File: src/rtl/fixed_pkg.sv
// rtl/fixed_pkg.sv - shared fixed-point state type and saturation helpers
package fixed_pkg;

  typedef enum logic {ACC, HOLD} acc_state_t;

  // Intermediate width: holds any operand up to 63 bits plus a carry.
  localparam int WIDE_W = 65;

  typedef logic signed [WIDE_W-1:0] wide_t;

  typedef struct packed {
    logic  clamp;
    wide_t val;
  } satadd_t;

  function automatic wide_t smax(input int w);
    return (wide_t'(1) <<< (w - 1)) - wide_t'(1);
  endfunction

  function automatic wide_t smin(input int w);
    return -(wide_t'(1) <<< (w - 1));
  endfunction

  function automatic satadd_t satadd(input wide_t a, input wide_t b, input int w);
    wide_t   s;
    satadd_t r;
    s       = a + b;
    r.clamp = 1'b0;
    r.val   = s;
    if (s > smax(w)) begin
      r.clamp = 1'b1;
      r.val   = smax(w);
    end else if (s < smin(w)) begin
      r.clamp = 1'b1;
      r.val   = smin(w);
    end
    return r;
  endfunction

endpackage

File: src/rtl/sat_signed.sv
// rtl/sat_signed.sv - clamps a signed IN_W value into the signed OUT_W range
module sat_signed
  import fixed_pkg::*;
#(
  parameter int IN_W  = 32,
  parameter int OUT_W = 16
) (
  input  logic [IN_W-1:0]  din,
  output logic [OUT_W-1:0] dout
);

  localparam logic signed [IN_W-1:0] HI = IN_W'(smax(OUT_W));
  localparam logic signed [IN_W-1:0] LO = IN_W'(smin(OUT_W));

  logic signed [IN_W-1:0] d;

  assign d = $signed(din);

  always_comb begin
    dout = d[OUT_W-1:0];
    if (d > HI) begin
      dout = HI[OUT_W-1:0];
    end else if (d < LO) begin
      dout = LO[OUT_W-1:0];
    end
  end

endmodule

File: src/rtl/acc_dump.sv
// rtl/acc_dump.sv - integrate-and-dump decimator with saturating wide accumulator
module acc_dump
  import fixed_pkg::*;
#(
  parameter int IN_W  = 16,
  parameter int ACC_W = 32,
  parameter int OUT_W = 16,
  parameter int N_W   = 8,
  parameter int SHIFT = 0
) (
  input  logic             clk,
  input  logic             rst,
  input  logic             clear,
  input  logic [N_W-1:0]   dump_len,
  input  logic             in_valid,
  output logic             in_ready,
  input  logic [IN_W-1:0]  in_data,
  output logic             out_valid,
  input  logic             out_ready,
  output logic [OUT_W-1:0] out_data,
  output logic             out_sat,
  output logic             acc_ovf
);

  acc_state_t state, state_n;

  logic signed [ACC_W-1:0] acc, acc_next, shifted;
  logic [N_W-1:0]          cnt, len_q, len_eff, last_idx;
  logic                    ovf_q, add_clamp, accept, last;
  logic [OUT_W-1:0]        narrow;

  // Packs the package helper's result down to {clamp, ACC_W-bit sum}.
  function automatic logic [ACC_W:0] add_sat(input logic [ACC_W-1:0] a,
                                              input logic [IN_W-1:0]  b);
    satadd_t r;
    r = satadd(wide_t'($signed(a)), wide_t'($signed(b)), ACC_W);
    return {r.clamp, r.val[ACC_W-1:0]};
  endfunction

  assign {add_clamp, acc_next} = add_sat(acc, in_data);

  // The first sample of a frame sees dump_len live; later ones use the latched copy.
  assign len_eff  = (cnt == '0) ? dump_len : len_q;
  assign last_idx = (len_eff == '0) ? '0 : len_eff - N_W'(1);
  assign last     = (cnt == last_idx);

  assign in_ready  = (state == ACC) && !clear && !rst;
  assign out_valid = (state == HOLD);
  assign accept    = in_valid && in_ready;
  assign shifted   = acc_next >>> SHIFT;

  sat_signed #(.IN_W(ACC_W), .OUT_W(OUT_W)) u_sat (
    .din  (shifted),
    .dout (narrow)
  );

  always_comb begin
    state_n = state;
    unique case (state)
      ACC:     if (accept && last) state_n = HOLD;
      HOLD:    if (out_ready) state_n = ACC;
      default: state_n = ACC;
    endcase
    if (clear) state_n = ACC;
  end

  always_ff @(posedge clk) begin
    if (rst) state <= ACC;
    else     state <= state_n;
  end

  always_ff @(posedge clk) begin
    if (rst) begin
      acc      <= '0;
      cnt      <= '0;
      len_q    <= '0;
      ovf_q    <= 1'b0;
      out_data <= '0;
      out_sat  <= 1'b0;
      acc_ovf  <= 1'b0;
    end else if (clear || (out_valid && out_ready)) begin
      acc   <= '0;
      cnt   <= '0;
      ovf_q <= 1'b0;
    end else if (accept) begin
      acc   <= acc_next;
      ovf_q <= ovf_q | add_clamp;
      if (cnt == '0) len_q <= dump_len;
      // cnt holds on the final sample so it never exceeds 2^N_W-2.
      if (last) begin
        out_data <= narrow;
        out_sat  <= (narrow != shifted[OUT_W-1:0]);
        acc_ovf  <= ovf_q | add_clamp;
      end else begin
        cnt <= cnt + N_W'(1);
      end
    end
  end

endmodule

File: config.mk
export PLATFORM = sky130hd
export DESIGN_NAME = acc_dump
export DESIGN_NICKNAME = d
export VERILOG_FILES = /design/src/rtl/fixed_pkg.sv /design/src/rtl/sat_signed.sv /design/src/rtl/acc_dump.sv
export SDC_FILE = /design/constraint.sdc
export NUM_CORES = 1
export LEC_CHECK = 0
export ABC_AREA = 1
export CAP_MARGIN = 5
export CELL_PAD_IN_SITES_DETAIL_PLACEMENT = 1
export CELL_PAD_IN_SITES_GLOBAL_PLACEMENT = 2
export CORE_ASPECT_RATIO = 0.5
export CORE_MARGIN = 2
export CORE_UTILIZATION = 32
export DETAILED_ROUTE_END_ITERATION = 8
export MAX_ROUTING_LAYER = met4
export PLACE_DENSITY = 0.91
export SYNTH_ARGS = -nofsm -noshare
export SYNTH_HDL_FRONTEND = slang
export SYNTH_SLANG_ARGS = --single-unit
File: constraint.sdc
create_clock -name clk -period 4.07 [get_ports clk]
set_clock_uncertainty 0.1 [all_clocks]
set_input_delay 0.6105 -clock clk [delete_from_list [all_inputs] [get_ports clk]]
set_output_delay 0.6105 -clock clk [all_outputs]
set_load 0.01 [all_outputs]
==> Word level (Yosys, flattened, before mapping) <==
Cells that the tools add are included.
{ "word_totals": {"register_bits": 68, "in_bits": 29, "out_inout_bits": 20, "elab_cells": 45} }
{ "classes": {"addsub": 3, "order_cmp": 4, "n_eq_ne": 2, "mux": 9, "n_bitwise": 4, "reduce_logical": 15} }
{ "ops": {"columns": ["op", "count"], "rows": [
  ["$mux W66", 2],
  ["$add A32 B16 Y33", 1],
  ["$gt A33 B32 Y1 const B", 1],
  ["$lt A33 B32 Y1 const B", 1],
  ["$gt A32 B16 Y1 const B", 1],
  ["$lt A32 B16 Y1 const B", 1],
  ["$mux W16", 2],
  ["$logic_not A8 Y1", 2],
  ["$mux W8", 2],
  ["$ne A16 B16 Y1", 1],
  ["$add A8 B1 Y8 const B", 1],
  ["$eq A8 B8 Y1", 1],
  ["$sub A8 B1 Y8 const B", 1],
  ["$logic_and A1 B1 Y1", 5],
  ["$reduce_and A2 Y1", 2],
  ["$reduce_or A2 Y1", 2],
  ["$not A1 Y1", 3],
  ["$reduce_and A3 Y1", 1],
  ["$logic_not A1 Y1", 2],
  ["$mux W1", 2],
  ["$pmux W1 S2", 1],
  ["$logic_or A1 B1 Y1", 1],
  ["$or A1 B1 Y1", 1]
]} }

==> Longest topological paths before layout <==
Gate-level depths: netlist of the first run.
{ "depth": {"word_depth": 8, "mapped_depth": 25, "depth_no_buf": 24} }

==> Hierarchy <==
From an unflattened synthesis of the first run, not the netlist that was laid out.
{ "unflattened": {"cells_unflattened": 1201, "hier_area_um2": 6615.1} }
{ "modules_own_cells": {"columns": ["module", "n_inst", "cells_each", "area_per_inst_um2", "seq_area_each_um2"], "rows": [
  ["acc_dump", 1, 1138, 6341.1, 1361.3],
  ["sat_signed", 1, 63, 274.0, 0.0]
]} }

==> Worst setup path after synthesis of the first run <==
Ideal clock, no wire load.
{ "synth_timing": {"kind": "input to register", "from": "input in_data[0]", "to": "register out_data[12]", "arrival_ns": 2.991, "t_required_ns": 3.854, "setup_slack_ns": 0.863, "path_stages": 25, "path_cell_list": "ha_1 inv_1 fa_1 inv_1 nand3_1 nand2_4 nand2_2 nand2_2 nand2_1 nand2_2 nand2_2 nand2_1 nand2_2 nand2_4 nand2_8 buf_12 nand3_1 nand2_1 nor2_1 nand3_1 nand2_2 nand2_4 buf_6 a21oi_2 nor2_2"} }
{ "synth_between": {"elab_chain_len": 7} }
{ "synth_rtl": {"columns": ["item", "line", "source"], "rows": [
  ["from (decl)", "acc_dump.sv:17", "input logic [IN_W-1:0] in_data,"],
  ["$add A32 B16 Y33 *", "fixed_pkg.sv:27", "s = a + b;"],
  ["$lt A33 B32 Y1", "fixed_pkg.sv:33", "end else if (s < smin(w)) begin"],
  ["$mux W66", "fixed_pkg.sv:33", null],
  ["$mux W66 *", "fixed_pkg.sv:30", "if (s > smax(w)) begin"],
  ["$lt A32 B16 Y1", "sat_signed.sv:23", "end else if (d < LO) begin"],
  ["$mux W16", "sat_signed.sv:23", null],
  ["$mux W16 *", "sat_signed.sv:21", "if (d > HI) begin"],
  ["to (signal assigned)", "acc_dump.sv:91", "out_data <= narrow;"],
  ["to (decl)", "acc_dump.sv:20", "output logic [OUT_W-1:0] out_data,"]
]} }
Every way passes the cells marked *; elsewhere a longest branch is shown, timed or not.
A chain may end at the register's enable or synchronous reset.

==> Worst setup path after layout of the first run <==
{ "layout_timing": {"from": "input in_data[15]", "to": "register out_data[14]"} }
The elaborated chain is that of the path after synthesis.

==> results of run 1 <==
-- metrics by stage --
| stage | cell area, µm² | instances | hold slack [ns] | setup WS [ns] |
|---|---|---|---|---|
| floorplan | 6190 | 1002 | 0.354 | 0.863 |
| global placement | 7150 | 1325 | 0.369 | 0.00874 |
| detailed placement | 7150 | 1325 | 0.379 | -0.0711 |
| CTS | 7460 | 1341 | 0.389 | 0.252 |
| global route | 7470 | 1341 | 0.416 | -0.0111 |
| finish | 7470 | 1341 | 0.378 | 0.186 |
-- what timing repair did --
item | 4_1_cts | 5_1_grt
resized for setup | 0 | 5
endpoints found under the hold margin | 0 | 0
hold buffers | 0 | 0
setup endpoints to repair | 0 | 2
-- registers in the layout, indices dropped and copies added (netlist names) --
signal     flops
acc_ovf        1
out_valid      1
acc           32
ovf_q          1
out_sat        1
out_data      16
cnt            8
len_q          8
-- final cells by class --
cell class	instances	area (µm²)
Clock buffer	12	256
Clock inverter	4	47.5
Fill cell	2492	11200
Inverter	149	562
Multi-Input combinational cell	757	4090
Sequential cell	68	1360
Tap cell	259	324
Timing Repair Buffer	92	836
-- cell usage after synthesis (15+ instances only) --
master / n / area (µm²)
a21oi_1: 52 / 260
a31oi_1: 21 / 131
dfxtp_1: 68 / 1360
ha_1: 35 / 438
inv_1: 137 / 514
nand2_1: 283 / 1060
nand2_2: 26 / 163
nand3_1: 72 / 360
nand4_1: 15 / 93.8
nor2_1: 69 / 259
nor2_2: 15 / 93.8
o21ai_0: 61 / 305
o21ai_1: 18 / 90.1
-- cells in the final DEF, fill, tap and decap left out, types with 2 or more instances in the layout --
cell and instances:
a21oi_1 50, nand2_4 6, ha_1 35, xor2_1 9, nand3_1 72, nand2_8 2, nor3_1 10, nor4_1 3
inv_2 11, dfxtp_1 68, o21bai_1 8, nor2_1 69, clkbuf_8 2, nor2_4 2, clkbuf_16 9, o21ai_0 60
nand3b_1 9, a21oi_2 15, o211ai_1 3, nand4_1 15, o21ai_1 19, nor3b_1 2, clkdlybuf4s50_1 48, nand3_2 6
buf_12 2, nand2_2 26, a31oi_1 21, clkinv_2 2, nor2_2 15, buf_4 42, xnor2_1 7, inv_1 136
nand2_1 283
-- power by group through the flow --
| stage | logic (W) | registers [W] | clock network [W] |
|---|---|---|---|
| detailed placement | 0.000637 | 0.000709 | 0 |
| finish | 0.000649 | 0.000694 | 0.000808 |
| CTS | 0.000643 | 0.000694 | 0.000825 |
| global placement | 0.000623 | 0.000708 | 0 |
| floorplan | 0.000420 | 0.000704 | 0 |
| global route | 0.000725 | 0.000695 | 0.000855 |
-- critical path, cell delays in order --
cell and delay, ns:
clkdlybuf4s50_1 0.44, buf_12 0.17, ha_1 0.37, buf_4 0.14
nand2_1 0.11, nor2_1 0.22, nand2_1 0.14, nor3_1 0.27
o21ai_0 0.29, nand4_1 0.16, nand3_1 0.11, nand2_1 0.10
nand2_1 0.07, nor2_1 0.11, nand3_2 0.13, o21ai_4 0.18
buf_12 0.17, a21oi_1 0.09, nor2_1 0.13
-- logic make-up after synthesis --
family | share of synthesized area
buffers and inverters | 0.123
and+or+nand+nor | 0.397
AOI/OAI and AO/OA | 0.164
xor gates and xnor gates | 0.0226
DFF | 0.220
adders and majority gates | 0.0740
-- metal layers --
layer  wire [µm]  part of all wire  up-vias
li1            -                 -     3390
met1       10300              0.48     3202
met2       10100              0.47       82
met3         569             0.027       20
met4         331             0.016        0
met5           0                 0        -
-- final timing paths --
kind / start / endpoint / slack [ns] / cells past startpoint
min: acc_ovf$_SDFFE_PP0P_ / acc_ovf$_SDFFE_PP0P_ / 0.38 / 2
max: in_data[15] / out_data[14]$_SDFFE_PP0P_ / 0.19 / 19
min reg2reg: acc_ovf$_SDFFE_PP0P_ / acc_ovf$_SDFFE_PP0P_ / 0.38 / 2
max reg2reg: cnt[0]$_SDFFE_PP0P_ / out_data[14]$_SDFFE_PP0P_ / 0.49 / 20
==> impl_metrics.tcl, run 1 <==
set metrics [dict create \
    post-route-period-util 0.954 \
    end_kind "flop" \
    syn_nets 1067 \
    ys_seq_area_frac 0.220 \
    grt_pass1_vias 6859 \
    p_leak_nw 3.70 \
    path_max_fanout 17 \
    clkSinkCount 68 \
    numCtsBuffers 9 \
    grtUsageMet3 0.0284 \
    ys.flop_type "dfxtp_1" \
    core_um2 18700 \
    totalPowerFinal_w 0.00215 \
    outcome "finished, final reports clean" \
    globalplace.congestion 0.912 \
    syn_inst 1002 \
    via_per_inst 4.99 \
    final_nets 1142 \
    antenna_found_initial 0 \
    cts.clk_slew.worst_paths_ns 0.06 \
    die_w_um 201 \
    ctsRootBufferMaster "clkbuf_16" \
    firstDrtPassIters 5 \
    cp.required_ns 4.22 \
    p_seq_frac 0.323 \
    powerDensity_nw_per_um2 288 \
    finalMaxSlewViolations 0 \
    cts_setup_buffers 0 \
    maxCapViolCount 0 \
    cp.arrival_ns 4.03 \
    worstSetupPathType "primary input to flop" \
    die_area_um2 20500 \
    ys_types 46 \
    switching_share 0.339 \
    synth_enable_flop_cells 0 \
    htree_num_levels 3 \
    start_kind "primary input" \
    placementRows 35 \
    vias 6694 \
    grt_use_met1 0.271 \
    synth.avg_cell_area_um2 6.18 \
    antennaDiodeCount 0 \
    grt_max_degree 38 \
    clk_latency_ns 0.33 \
    syn_to_final_growth_pct 20.7 \
    drt-total-wl_mm 21.3 \
    cts_tree "built" \
    avgRoutedWirePerCell_um 15.8 \
    initial_core_util 0.331 \
    route.detailed.drc 0 \
    fin_util 0.400 \
    tightest_slew_ns 0.602 \
    dp_hpwl_mm 17.4 \
    p_sw_w 0.000729 \
    gr-total-overflow 0 \
    final_layout_size_suffix_gt1_frac 0.139 \
    hp-class "flop to flop" \
    die_y_um 102 \
    yosys_warnings 0 \
    finalSetupViolations 0 \
    p_int_w 0.00142 \
    timing.final.crit_period_ns 3.88 \
    grt_pass1_wl_mm 35.0 \
    cts_buffer_depth 2 \
    final-hold-violation-count 0 \
    pin_count 49 \
    ir_worst_vdd_mv 0.162 \
    antenna_left 0 \
    grtUsageMet2 0.391 \
    async_flop_share 0 \
    grt.total_usage 0.219 \
    numPortBuffers 48 \
    netlist_area_um2 6190 \
    busiest_layer "met2" \
    tns_ns 0 \
    drtIter0Drc 296 \
    maxSlewHeadroom 0.595 \
    clock.fmax_mhz 257 \
    clockPowerShare 0.376 \
    share_comb_of_total_power 0.302 \
    synth.ff_latch_count 68 \
]
No activity file was read; power rests on OpenSTA's default activity.
==> inputs of run 2 (changes only) <==
--- a/constraint.sdc
+++ b/constraint.sdc
@@ -4,2 +4,2 @@
 set_output_delay 0.6105 -clock clk [all_outputs]
-set_load 0.01 [all_outputs]
+set_load 0.05 [all_outputs]
==> run 2 against run 1 <==
- sequential share of layout area about the same
- global-route usage rose by 0.13 points
- via count down 0.33%
- critical path type unchanged
- largest cell class unchanged
- register-to-register slack better by 0.05 ns
- largest power group unchanged
==> impl_metrics.tcl, run 2 (synthesis gave the netlist of run 1 again) <==
set metrics [dict create \
    cp.required_ns 4.24 \
    globalplace.congestion 0.912 \
    cp_common_cell "nand2_2" \
    hp-class "flop to flop" \
    antenna_found_initial 1 \
    die_w_um 201 \
    dp_hpwl_mm 17.2 \
    grt_pass1_wl_mm 34.8 \
    path_delay_family "simple AND/OR/NAND/NOR gates" \
    start_kind "primary input" \
    outcome "finished, final reports clean" \
    cts.clk_slew.worst_paths_ns 0.06 \
    grt_pass1_vias 6825 \
    core_um2 18700 \
    vias 6672 \
    crit_cells 24 \
    reg2reg_to "out_data[2]$_SDFFE_PP0P_" \
    crit_slowest_cell "clkdlybuf4s50_1" \
    pin_count 49 \
    drtIter0Drc 270 \
    route.detailed.drc 0 \
    placementRows 35 \
    tightest_slew_ns 0.598 \
    whs_path_depth 2 \
    clkSinkCount 68 \
    final_layout_size_suffix_gt1_frac 0.138 \
    gr-total-overflow 0 \
    path_max_fanout 21 \
    firstDrtPassIters 4 \
    final-hold-violation-count 0 \
    worstSetupPathType "primary input to flop" \
    slowest_delay_ns 0.46 \
    antenna_left 0 \
    clk_latency_ns 0.34 \
    finalSetupViolations 0 \
    cp.arrival_ns 3.91 \
    finalMaxSlewViolations 0 \
    grt_max_degree 38 \
    regToRegStartpoint "cnt[0]$_SDFFE_PP0P_" \
    die_area_um2 20500 \
    regMostFlops "acc" \
    path_cells "clkdlybuf4s50_1 > ha_1 > inv_1 > fa_1 > inv_1 > nand3_1 > nand2_4 > nand2_2 > nand2_2 > nand2_1 > nand2_2 > nand2_2 > nand2_1 > nand2_2 > nand2_4 > nand2_8 > buf_4 > a21oi_1 > inv_1 > nand4_1 > nor2_1 > nand3_1 > nand2_1 > a21oi_1" \
    grt.total_usage 0.221 \
    final_nets 1143 \
    tns_ns 0 \
    reg_top3 "acc x32, out_data x16" \
    via_per_inst 4.97 \
    timing.final.crit_period_ns 3.74 \
    cts_resized 0 \
    htree_num_levels 3 \
    cts_tree "built" \
    ctsRootBufferMaster "clkbuf_16" \
    cts_buffer_depth 2 \
    largest_reg_flops 32 \
    p_leak_nw 3.71 \
    ir_worst_vdd_mv 0.176 \
    layout_common_cells "nand2_1, inv_1, nand3_1, nor2_1, dfxtp_1" \
    initial_core_util 0.331 \
    holdPathEnd "acc_ovf$_SDFFE_PP0P_" \
    layout_commonest_cell "nand2_1" \
    maxCapViolCount 0 \
    hold_buffers 0 \
    worst-path-buf-inv 5 \
    post-route-period-util 0.918 \
    place_inst 1326 \
    totalPowerFinal_w 0.00217 \
    numCtsBuffers 9 \
    reg2regPathDepth 20 \
    fin_util 0.400 \
    clock.fmax_mhz 268 \
    r2r_slack_ns 0.54 \
    powerDensity_nw_per_um2 291 \
    avgRoutedWirePerCell_um 15.8 \
    syn_to_final_growth_pct 20.7 \
    hold_path_startpoint "acc_ovf$_SDFFE_PP0P_" \
    drt-total-wl_mm 21.2 \
    end_kind "flop" \
    cts_setup_buffers 0 \
    rsz0062_at_grt "no" \
    numPortBuffers 48 \
    die_y_um 102 \
    maxSlewHeadroom 0.597 \
    instances_no_fill 1343 \
]
## run 2: report_power, final
| group | internal, W | switching [W] |
|---|---|---|
| Clock | 0.000509 | 0.000326 |
| Combinational | 0.000231 | 0.000413 |
| Sequential | 0.000683 | 0.0000116 |
## run 2: tightest hold or removal path: cells and delay by family, from the launching register on
family | cells | cell delay, ns
DFF | 1 | 0.32
AOI/OAI and AO/OA | 1 | 0.05
and+or+nand+nor | 1 | 0.07
## run 2: how the worst max path moves through the flow
stage,startpoint,to,slack [ns]
after detailed placement,in_data[0],out_sat$_SDFFE_PP0P_,-0.009
final,in_data[0],out_sat$_SDFFE_PP0P_,0.33
after CTS,in_data[0],out_sat$_SDFFE_PP0P_,0.31
after global placement,in_data[0],out_sat$_SDFFE_PP0P_,0.009
after floorplan,in_data[0],out_data[12]$_SDFFE_PP0P_,0.86
after global routing,in_data[15],out_sat$_SDFFE_PP0P_,0.03
## run 2: cell type report
| cell class | count | area, µm² |
|---|---|---|
| Multi-Input combinational cell | 757 | 4070 |
| Inverter | 149 | 562 |
| Tap cell | 259 | 324 |
| Timing Repair Buffer | 93 | 843 |
| Clock buffer | 11 | 253 |
| Fill cell | 2510 | 11200 |
| Sequential cell | 68 | 1360 |
| Clock inverter | 5 | 58.8 |
| Antenna cell | 1 | 2.50 |
## run 2: routing by layer
metal / share of wire / track usage
met1: 0.48 / 0.271
met2: 0.47 / 0.389
met3: 0.029 / 0.0319
met4: 0.018 / 0.0507
met5: 0 / -
## run 2: through the flow
| stage | setup WS, ns | hold WS, ns | instance area, µm² |
|---|---|---|---|
| floorplan | 0.863 | 0.354 | 6190 |
| global placement | 0.00924 | 0.370 | 7160 |
| global route | 0.0261 | 0.414 | 7470 |
| CTS | 0.312 | 0.392 | 7470 |
| finish | 0.333 | 0.382 | 7470 |
| detailed placement | -0.00943 | 0.372 | 7160 |
